### src/rtl/gpio_pkg.sv
// ---------------------------------------------------------------------------
// gpio_pkg
// Shared constants and types for the GPIO APB front-end.
//   - REGSEL_* : encodings of the GPIO register-select bus
//   - OFF_*    : APB word offsets (paddr[4:2]) of the register map
//   - ST_*     : front-end FSM state encodings
//   - rmw_op_t : atomic PORT operation performed by the RMW sequence
// ---------------------------------------------------------------------------
package gpio_pkg;

    localparam logic [1:0] REGSEL_PIN  = 2'b00;
    localparam logic [1:0] REGSEL_DIR  = 2'b10;
    localparam logic [1:0] REGSEL_PORT = 2'b11;

    localparam logic [2:0] OFF_PIN  = 3'd0;
    localparam logic [2:0] OFF_DIR  = 3'd1;
    localparam logic [2:0] OFF_PORT = 3'd2;
    localparam logic [2:0] OFF_SET  = 3'd3;
    localparam logic [2:0] OFF_CLR  = 3'd4;
    localparam logic [2:0] OFF_TGL  = 3'd5;

    localparam logic [2:0] ST_IDLE    = 3'd0;
    localparam logic [2:0] ST_WR      = 3'd1;
    localparam logic [2:0] ST_RD_REQ  = 3'd2;
    localparam logic [2:0] ST_RD_DONE = 3'd3;
    localparam logic [2:0] ST_RMW_RD  = 3'd4;
    localparam logic [2:0] ST_RMW_CAP = 3'd5;
    localparam logic [2:0] ST_RMW_WR  = 3'd6;
    localparam logic [2:0] ST_ERR     = 3'd7;

    typedef enum logic [1:0] {
        RMW_SET = 2'd0,
        RMW_CLR = 2'd1,
        RMW_TGL = 2'd2
    } rmw_op_t;

endpackage

### src/rtl/gpio_apb_ctrl_if.sv
// ---------------------------------------------------------------------------
// gpio_apb_ctrl_if
// APB3 bus bundle between the shared APB master and the GPIO front-end.
//   psel, penable, pwrite, paddr, pwdata : master -> slave
//   prdata, pready, pslverr              : slave  -> master
// ---------------------------------------------------------------------------
interface gpio_apb_ctrl_if #(
    parameter int ADDR_W = 8,
    parameter int DATA_W = 8
);
    logic              psel;
    logic              penable;
    logic              pwrite;
    logic [ADDR_W-1:0] paddr;
    logic [DATA_W-1:0] pwdata;
    logic [DATA_W-1:0] prdata;
    logic              pready;
    logic              pslverr;

    modport master (
        output psel, penable, pwrite, paddr, pwdata,
        input  prdata, pready, pslverr
    );

    modport slave (
        input  psel, penable, pwrite, paddr, pwdata,
        output prdata, pready, pslverr
    );
endinterface

### src/rtl/gpio_apb_decode.sv
// ---------------------------------------------------------------------------
// gpio_apb_decode
// Combinational register-map decode of one APB setup phase.
//   offset_i     : word offset paddr[4:2]
//   addr_hi_nz_i : any address bit above the register window is set
//   write_i      : transfer direction (1 = write)
//   regsel_o     : GPIO register targeted by the transfer
//   is_rmw_o     : transfer is an atomic PORT set/clear/toggle
//   rmw_op_o     : which atomic operation
//   err_o        : transfer must be answered with pslverr
// ---------------------------------------------------------------------------
module gpio_apb_decode
    import gpio_pkg::*;
(
    input  logic [2:0] offset_i,
    input  logic       addr_hi_nz_i,
    input  logic       write_i,
    output logic [1:0] regsel_o,
    output logic       is_rmw_o,
    output rmw_op_t    rmw_op_o,
    output logic       err_o
);

    // NOTE: every output gets a default before the case; a path that leaves
    // one unassigned would infer a latch.
    always_comb begin
        regsel_o = REGSEL_PIN;
        is_rmw_o = 1'b0;
        rmw_op_o = RMW_SET;
        err_o    = 1'b0;
        case (offset_i)
            OFF_PIN:  begin regsel_o = REGSEL_PIN;  err_o = write_i; end
            OFF_DIR:  regsel_o = REGSEL_DIR;
            OFF_PORT: regsel_o = REGSEL_PORT;
            OFF_SET:  begin
                regsel_o = REGSEL_PORT; is_rmw_o = 1'b1;
                rmw_op_o = RMW_SET;     err_o    = !write_i;
            end
            OFF_CLR:  begin
                regsel_o = REGSEL_PORT; is_rmw_o = 1'b1;
                rmw_op_o = RMW_CLR;     err_o    = !write_i;
            end
            OFF_TGL:  begin
                regsel_o = REGSEL_PORT; is_rmw_o = 1'b1;
                rmw_op_o = RMW_TGL;     err_o    = !write_i;
            end
            default:  err_o = 1'b1;
        endcase
        if (addr_hi_nz_i) begin
            err_o = 1'b1;
        end
    end

endmodule

### src/rtl/gpio_apb_ctrl.sv
// ---------------------------------------------------------------------------
// gpio_apb_ctrl
// APB3 slave front-end for the 8-bit GPIO (DIR/PORT/PIN). Turns each APB
// transfer into timed GPIO strobe/select cycles, inserts PREADY wait states
// for the GPIO read latency and implements atomic PORT set/clear/toggle as an
// internal read-modify-write.
//   clk, rst_n    : clock, asynchronous active-low reset
//   apb           : APB3 slave port (prdata is registered)
//   gpio_busw_o   : GPIO write strobe, one cycle per write
//   gpio_regsel_o : GPIO register select (00 PIN, 10 DIR, 11 PORT)
//   gpio_wdata_o  : GPIO write data
//   gpio_rdata_i  : GPIO read data for the currently selected register
//   busy_o        : a transfer sequence is in progress
// ---------------------------------------------------------------------------
module gpio_apb_ctrl
    import gpio_pkg::*;
#(
    parameter int ADDR_W = 8,
    parameter int DATA_W = 8
) (
    input  logic              clk,
    input  logic              rst_n,
    gpio_apb_ctrl_if.slave    apb,
    output logic              gpio_busw_o,
    output logic [1:0]        gpio_regsel_o,
    output logic [DATA_W-1:0] gpio_wdata_o,
    input  logic [DATA_W-1:0] gpio_rdata_i,
    output logic              busy_o
);

    logic [2:0]        state_q, state_d;
    logic [1:0]        regsel_q;
    rmw_op_t           op_q;
    logic [DATA_W-1:0] wdata_q;
    logic [DATA_W-1:0] rmw_q;
    logic [DATA_W-1:0] prdata_q;
    logic [DATA_W-1:0] rmw_result;

    logic       setup;
    logic [1:0] dec_regsel;
    logic       dec_is_rmw;
    rmw_op_t    dec_op;
    logic       dec_err;
    logic       unused_paddr_bits;

    // A transfer only launches on a genuine APB setup phase; an access phase
    // seen in IDLE without a preceding setup is ignored.
    assign setup             = apb.psel && !apb.penable;
    // Byte-lane bits carry no meaning for byte-wide word registers.
    assign unused_paddr_bits = ^apb.paddr[1:0];

    gpio_apb_decode u_decode (
        .offset_i     (apb.paddr[4:2]),
        .addr_hi_nz_i (|apb.paddr[ADDR_W-1:5]),
        .write_i      (apb.pwrite),
        .regsel_o     (dec_regsel),
        .is_rmw_o     (dec_is_rmw),
        .rmw_op_o     (dec_op),
        .err_o        (dec_err)
    );

    always_comb begin
        case (op_q)
            RMW_SET: rmw_result = gpio_rdata_i | wdata_q;
            RMW_CLR: rmw_result = gpio_rdata_i & ~wdata_q;
            RMW_TGL: rmw_result = gpio_rdata_i ^ wdata_q;
            default: rmw_result = gpio_rdata_i;
        endcase
    end

    always_comb begin
        state_d = state_q;
        case (state_q)
            ST_IDLE: begin
                if (setup) begin
                    if (dec_err)          state_d = ST_ERR;
                    else if (!apb.pwrite) state_d = ST_RD_REQ;
                    else if (dec_is_rmw)  state_d = ST_RMW_RD;
                    else                  state_d = ST_WR;
                end
            end
            ST_RD_REQ:  state_d = ST_RD_DONE;
            ST_RMW_RD:  state_d = ST_RMW_CAP;
            ST_RMW_CAP: state_d = ST_RMW_WR;
            // WR, RD_DONE, RMW_WR and ERR all complete the transfer.
            default:    state_d = ST_IDLE;
        endcase
    end

    // NOTE: state is updated with non-blocking assignments so every register
    // samples the pre-edge values regardless of statement order.
    always_ff @(posedge clk or negedge rst_n) begin
        if (!rst_n) begin
            state_q  <= ST_IDLE;
            regsel_q <= REGSEL_PIN;
            op_q     <= RMW_SET;
            wdata_q  <= '0;
            rmw_q    <= '0;
            prdata_q <= '0;
        end else begin
            state_q <= state_d;
            if (state_q == ST_IDLE && setup) begin
                regsel_q <= dec_regsel;
                op_q     <= dec_op;
                wdata_q  <= apb.pwdata;
            end
            // Captured on the edge entering RD_DONE so it is on prdata while
            // pready is high.
            if (state_q == ST_RD_REQ) begin
                prdata_q <= gpio_rdata_i;
            end
            if (state_q == ST_RMW_CAP) begin
                rmw_q <= rmw_result;
            end
        end
    end

    // Moore outputs, decoded from the state alone.
    always_comb begin
        gpio_busw_o   = 1'b0;
        gpio_regsel_o = REGSEL_PIN;
        gpio_wdata_o  = '0;
        case (state_q)
            ST_WR: begin
                gpio_busw_o   = 1'b1;
                gpio_regsel_o = regsel_q;
                gpio_wdata_o  = wdata_q;
            end
            ST_RD_REQ, ST_RD_DONE: gpio_regsel_o = regsel_q;
            ST_RMW_RD, ST_RMW_CAP: gpio_regsel_o = REGSEL_PORT;
            ST_RMW_WR: begin
                gpio_busw_o   = 1'b1;
                gpio_regsel_o = REGSEL_PORT;
                gpio_wdata_o  = rmw_q;
            end
            default: ;
        endcase
    end

    assign apb.pready  = (state_q == ST_WR)     || (state_q == ST_RD_DONE) ||
                         (state_q == ST_RMW_WR) || (state_q == ST_ERR);
    assign apb.pslverr = (state_q == ST_ERR);
    assign apb.prdata  = prdata_q;
    assign busy_o      = (state_q != ST_IDLE);

endmodule

### src/flat_wrapper.sv
// flat-port wrapper written by rule: the top's interface ports become plain ports
module gpio_apb_ctrl_flat import gpio_pkg::*;
#(
    parameter int ADDR_W = 8,
    parameter int DATA_W = 8
)
  (clk, rst_n, gpio_busw_o, gpio_regsel_o, gpio_wdata_o, gpio_rdata_i, busy_o, apb_psel, apb_penable, apb_pwrite, apb_paddr, apb_pwdata, apb_prdata, apb_pready, apb_pslverr);
  gpio_apb_ctrl_if #(.ADDR_W(ADDR_W), .DATA_W(DATA_W)) apb_i ();
  input  logic clk;
  input  logic rst_n;
  output logic gpio_busw_o;
  output logic [1:0] gpio_regsel_o;
  output logic [DATA_W-1:0] gpio_wdata_o;
  input  logic [DATA_W-1:0] gpio_rdata_i;
  output logic busy_o;
  input wire logic [$bits(apb_i.psel)-1:0] apb_psel;
  input wire logic [$bits(apb_i.penable)-1:0] apb_penable;
  input wire logic [$bits(apb_i.pwrite)-1:0] apb_pwrite;
  input wire logic [$bits(apb_i.paddr)-1:0] apb_paddr;
  input wire logic [$bits(apb_i.pwdata)-1:0] apb_pwdata;
  output wire logic [$bits(apb_i.prdata)-1:0] apb_prdata;
  output wire logic [$bits(apb_i.pready)-1:0] apb_pready;
  output wire logic [$bits(apb_i.pslverr)-1:0] apb_pslverr;
  assign apb_i.psel = apb_psel;
  assign apb_i.penable = apb_penable;
  assign apb_i.pwrite = apb_pwrite;
  assign apb_i.paddr = apb_paddr;
  assign apb_i.pwdata = apb_pwdata;
  assign apb_prdata = apb_i.prdata;
  assign apb_pready = apb_i.pready;
  assign apb_pslverr = apb_i.pslverr;
  gpio_apb_ctrl #(.ADDR_W(ADDR_W), .DATA_W(DATA_W)) u_core (.clk(clk), .rst_n(rst_n), .apb(apb_i), .gpio_busw_o(gpio_busw_o), .gpio_regsel_o(gpio_regsel_o), .gpio_wdata_o(gpio_wdata_o), .gpio_rdata_i(gpio_rdata_i), .busy_o(busy_o));
endmodule
### config.mk
export PLATFORM = sky130hd
export DESIGN_NAME = gpio_apb_ctrl_flat
export DESIGN_NICKNAME = d
export VERILOG_FILES = /design/src/rtl/gpio_pkg.sv /design/src/rtl/gpio_apb_ctrl_if.sv /design/src/rtl/gpio_apb_decode.sv /design/src/rtl/gpio_apb_ctrl.sv /design/src/flat_wrapper.sv
export SDC_FILE = /design/constraint.sdc
export NUM_CORES = 1
export LEC_CHECK = 0
export CAP_MARGIN = 10
export CORE_MARGIN = 4
export CORE_UTILIZATION = 45
export CTS_CLUSTER_DIAMETER = 150
export DETAILED_ROUTE_END_ITERATION = 6
export PLACE_DENSITY = 0.75
export SLEW_MARGIN = 20
export SYNTH_ARGS = -nofsm -noshare
export SYNTH_HDL_FRONTEND = slang
export SYNTH_HIERARCHICAL = 1
export SYNTH_SLANG_ARGS = --single-unit
### constraint.sdc
create_clock -name clk -period 2.85 [get_ports clk]
set_input_delay 0.4275 -clock clk [delete_from_list [all_inputs] [get_ports clk]]
set_output_delay 0.4275 -clock clk [all_outputs]
set_load 0.03 [all_outputs]
# ---- Word-level counts from Yosys, hierarchy flattened
# Index checks and enable logic that the tools add are counted.
dict set report word_totals {
  reg_bits 31
  out_inout_bits 22
  word_cells 57
}
dict set report classes {
  n_eq_ne 15
  mux 14
  n_bitwise 4
  n_reduce_logical 18
}
# operator count
set ops {}
lappend ops {{$pmux 8 s3} 1}
lappend ops {{$eq 3x3->1 const B} 6}
lappend ops {{$pmux 8 s2} 1}
lappend ops {{$eq 3x2->1 const B} 4}
lappend ops {{$mux 3} 4}
lappend ops {{$pmux 2 s2} 3}
lappend ops {{$pmux 3 s4} 1}
lappend ops {{$reduce_or 3->1} 4}
lappend ops {{$and 8x8->8} 1}
lappend ops {{$not 8->8} 1}
lappend ops {{$or 8x8->8} 1}
lappend ops {{$xor 8x8->8} 1}
lappend ops {{$eq 3x1->1 const B} 2}
lappend ops {{$logic_not 3->1} 2}
lappend ops {{$reduce_or 2->1} 2}
lappend ops {{$reduce_or 4->1} 1}
lappend ops {{$logic_or 1x1->1} 3}
lappend ops {{$mux 1} 3}
lappend ops {{$pmux 1 s3} 1}
lappend ops {{$reduce_bool 3->1} 1}
lappend ops {{$eq 2x1->1 const B} 1}
lappend ops {{$eq 2x2->1 const B} 1}
lappend ops {{$logic_and 1x1->1} 2}
lappend ops {{$logic_not 1->1} 2}
lappend ops {{2 further kinds} 2}

# ---- Logic depth before layout (Yosys ltp)
dict set report depth {
  ltp_word 8
  mapped_depth 7
}

# ---- Modules after synthesis
# Netlist, hierarchy kept.
# mod instances cells_per_inst area_each_um2 seq_area_each_um2
set by_module_without_submodules {}
lappend by_module_without_submodules {gpio_apb_ctrl 1 151 1873.0 775.7}
lappend by_module_without_submodules {gpio_apb_decode 1 15 103.8 0.0}

# ---- Worst setup path before layout
# Ideal clock, no wire load.
dict set report synth_timing {
  kind {flip-flop to output port}
  startpoint {register u_core.state_q[2]}
  endpoint {output port gpio_regsel_o[0]}
  t_arrival_ns 1.345
  required_time_ns 2.423
  path_slack_ns 1.078
  path_stages_with_launch 5
  path_buffers 1
  cell_sequence {dfrtp_1 buf_4 nand2_1 nor2_1 nor2_1}
}
dict set report synth_via {
  elab_chain_cells 3
}
# element line_no
set synth_rtl {}
lappend synth_rtl {{from (decl)} gpio_apb_ctrl.sv:31} ;# logic [2:0] state_q, state_d;
lappend synth_rtl {{from (signal assigned)} gpio_apb_ctrl.sv:101} ;# state_q <= state_d;
lappend synth_rtl {{$eq 3x3->1, or another cell as far along} gpio_apb_ctrl.sv:123} ;# case (state_q)
lappend synth_rtl {{$reduce_or 3->1 (no line)} --}
lappend synth_rtl {{$pmux 2 s2 (*)} gpio_apb_ctrl.sv:123}
lappend synth_rtl {{to (decl)} flat_wrapper.sv:12} ;# output logic [1:0] gpio_regsel_o;
# Mark *: on every way between the ends. The rest lies on a longest branch, timed or not.

# ---- Final worst setup path
dict set report layout_timing {
  startpoint {register u_core.state_q[2]}
  endpoint {output port gpio_wdata_o[2]}
}
dict set report layout_via {
  elab_chain_cells 2
}
# element line_no
set layout_rtl {}
lappend layout_rtl {{$eq 3x3->1 / $eq 3x1->1 (equally long branches)} gpio_apb_ctrl.sv:123}
lappend layout_rtl {{$pmux 8 s2 (*)} gpio_apb_ctrl.sv:123}
lappend layout_rtl {{to (decl)} flat_wrapper.sv:13} ;# output logic [DATA_W-1:0] gpio_wdata_o;
# Marked as above.

==> impl_metrics.py <==
metrics = {
    "place": {
        "place_hpwl_mm": 3.43,
        "place.gp.congestion": 0.830,
        "portBuffers": 48,
        "dpl_cell_area_mm2": 0.00249,
    },
    "critical_path": {
        "path_cells": "nand2_1 -> nor2_1 -> buf_4 -> a22o_1 -> clkdlybuf4s50_1",
        "startpoint_type": "flop",
        "worstSetupPathType": "reg -> out",
        "cp-end-kind": "primary output",
        "crit_fanout": 10,
        "max_stage_delay_ns": 0.67,
        "cp.arrival_ns": 2.21,
        "cp_data_required_time_ns": 2.42,
        "critPathSlowestCell": "clkdlybuf4s50_1",
    },
    "timing": {
        "slew_headroom_pct": 62.8,
        "drv_slew": 0,
        "setup_tns_ns": 0,
        "clock.fmax_mhz": 379,
        "fin_hold_ws_ns": 0.511,
        "tightestPinTransition_ns": 0.557,
        "setup_viol": 0,
        "clock-skew-final_ns": 0.00792,
        "post-route-period-util_pct": 92.5,
        "rsz0062_at_grt": "false",
        "fin_crit_ns": 2.64,
        "hold_violations": 0,
    },
    "cells_and_area": {
        "diodes": 0,
        "finalInstanceArea_mm2": 0.00258,
        "layout-drive-gt1-share_pct": 25.0,
        "nets": 266,
        "area_growth_pct": 30.4,
    },
    "pwr": {
        "seqPwrFrac_pct": 32.6,
        "p_int_mw": 1.57,
        "comb_power_share_pct": 55.1,
        "sw_frac_of_total_pct": 41.0,
        "powerDensity_mw_per_mm2": 1030,
        "ir_drop_uv": 571,
        "power_mw": 2.66,
        "power.leakage_nw": 1.15,
        "clockPowerShare_pct": 12.3,
        "net-switching-power_mw": 1.09,
    },
    "synth": {
        "synth_fa_ha_area_share_pct": 11.4,
        "synth-edff-count": 0,
        "synth_top_area_share_pct": 39.2,
        "ys.warnings.count": 6,
        "ys_types": 31,
        "synth_area_leaders": "dfrtp_1, mux2_2, ha_1",
        "yosys.area.top_type": "dfrtp_1",
        "synth.avg_cell_area_um2": 11.9,
        "synth_top_family_by_area": "multiplexers",
        "ys_ff_latch": 31,
        "synthCells": 166,
        "ys_top_cells_by_count": "dfrtp_1, inv_1, mux2_2",
        "synth_fp_nets": 213,
        "yosysMostFrequentCell": "dfrtp_1",
        "synth_compound_area_share_pct": 7.59,
        "syn_area_mm2": 0.00198,
        "synth.area.mux_share_pct": 25.1,
        "ys.flop_type": "dfrtp_1",
        "synthXorXnorAreaFrac_pct": 0,
        "yosys.area_share.simple_pct": 8.92,
        "async_reset_ff_share_pct": 100,
        "yosysSeqAreaShare_pct": 39.2,
    },
    "cts": {
        "clk_pin_slew_worst_paths_ns": 0.06,
        "cts_repair_resize_count": 0,
        "cts_setup_buffers": 0,
        "cts_tree": "yes",
        "numCtsBuffers": 5,
        "root_buffer": "clkbuf_8",
        "clock_sink_count": 31,
        "ctsHoldBuffers": 0,
        "h-tree-depth": 2,
        "clock_path_buffers": 2,
        "insertion_delay_ns": 0.28,
    },
    "detailed_routing": {
        "drt-initial-drc-count": 67,
        "wl_met1_mm": 1.68,
        "wl_per_cell_um": 16.7,
        "wirelength_mm": 4.51,
        "drc": 0,
        "ant_nets": 0,
        "wl_met3_um": 206,
        "highest_layer": "met4",
        "vias_per_cell": 5.30,
        "vias": 1432,
        "wl_met2_mm": 2.52,
        "firstDrtPassIters": 4,
    },
    "min_path": {
        "hold_path.class": "reg -> reg",
    },
    "global_route": {
        "track_usage_pct": 17.9,
        "overflow": 0,
        "grt_max_degree": 32,
        "grt_pass1_wl_mm": 7.22,
        "grt_pass1_vias": 1588,
        "antenna_found_initial": 0,
    },
    "floorplan": {
        "die_h_um": 74.3,
        "die_area_mm2": 0.00552,
        "dieWidth_um": 74.3,
        "core_mm2": 0.00412,
        "ios": 51,
        "rows": 23,
        "start_util_pct": 48.0,
    },
    "job": {
        "maxCapViolCount": 0,
    },
    "status": {
        "run_status": "finished, final reports clean",
    },
}
## worst paths after layout
check | slack, ns | cells past startpoint | end | from
hold / removal | 0.51 | 1 | u_core/apb.prdata[7] | u_core/apb.prdata[7]
max in group asynchronous | 2.01 | 2 | u_core/regsel_q[1] | rst_n
setup / recovery | 0.21 | 5 | gpio_wdata_o[2] | u_core/state_q[2]
hold reg to reg | 0.51 | 1 | u_core/apb.prdata[7] | u_core/apb.prdata[7]
setup reg to reg | 1.19 | 2 | u_core/apb.prdata[6] | u_core/state_q[1]
min in group asynchronous | 0.55 | 2 | u_core/rmw_q[4] | rst_n
## sequential cells by signal, indices dropped and copies added, names as in the netlist
signal             flops
u_core/apb.prdata      8
u_core/op_q            2
u_core/regsel_q        2
u_core/rmw_q           8
u_core/state_q         3
u_core/wdata_q         8
## cell usage in the layout, fill, tap and decap left out
cell / instances
a31oi_1: 1
nor2_4: 2
clkbuf_8: 5
nand3_2: 1
and3_1: 1
or2_2: 3
o21ai_0: 3
a21o_1: 1
clkinv_2: 3
mux2_1: 2
mux2_2: 26
nor3b_4: 1
o22ai_1: 1
a211oi_1: 1
o21bai_1: 1
inv_1: 27
and4bb_2: 1
nor3_2: 1
o21ai_1: 1
nor2b_1: 2
inv_2: 1
and3b_1: 1
a21oi_1: 5
or3_1: 1
buf_4: 3
ha_1: 18
a22o_1: 8
dfrtp_1: 31
nand2_1: 4
nor2_1: 6
clkdlybuf4s50_1: 48
nand2b_1: 2
mux4_2: 8
## cells by family after synthesis
logic type | count (synthesis)
AOI/OAI and AO/OA | 22
buffers and inverters | 33
DFF | 31
adders and majority gates | 18
and+or+nand+nor | 26
muxes | 36
## critical path, delay by kind of cell (launching register included)
| family | cells | cell delay, ns |
|---|---|---|
| AND/OR/NAND/NOR | 2 | 0.32 |
| AO/OA/AOI/OAI | 1 | 0.15 |
| flip-flops | 1 | 0.59 |
| buffers and inverters | 2 | 0.86 |
## per-stage QoR
| step | cells | setup WS [ns] | utilization [%] |
|---|---|---|---|
| after floorplan | 166 | 1.08 | - |
| after global placement | 262 | 0.579 | 60.6 |
| after detailed placement | 262 | 0.515 | 60.6 |
| after CTS | 270 | 0.208 | 62.6 |
| after global routing | 270 | 0.0950 | 62.6 |
| final | 270 | 0.215 | 62.6 |
## final cells by class
type / count / area, um^2
Tap cell: 50 / 62.6
Timing Repair Buffer: 51 / 503
Fill cell: 341 / 1540
Inverter: 28 / 105
Sequential cell: 31 / 776
Clock buffer: 5 / 68.8
Multi-Input combinational cell: 102 / 1050
Clock inverter: 3 / 15.0
## metal layers
layer	global-route usage, %	vias up
li1	-	683
met1	19.5	703
met2	33.0	37
met3	3.78	9
met4	8.30	0
met5	0	-
## power by group through the flow
stage	Combinational [mW]	Sequential (mW)	Clock (mW)
floorplan	0.939	0.880	0
global placement	1.41	0.855	0
detailed placement	1.48	0.875	0
CTS	1.48	0.867	0.344
global route	1.56	0.904	0.365
finish	1.46	0.866	0.327
No activity file was read; power rests on OpenSTA's default activity.
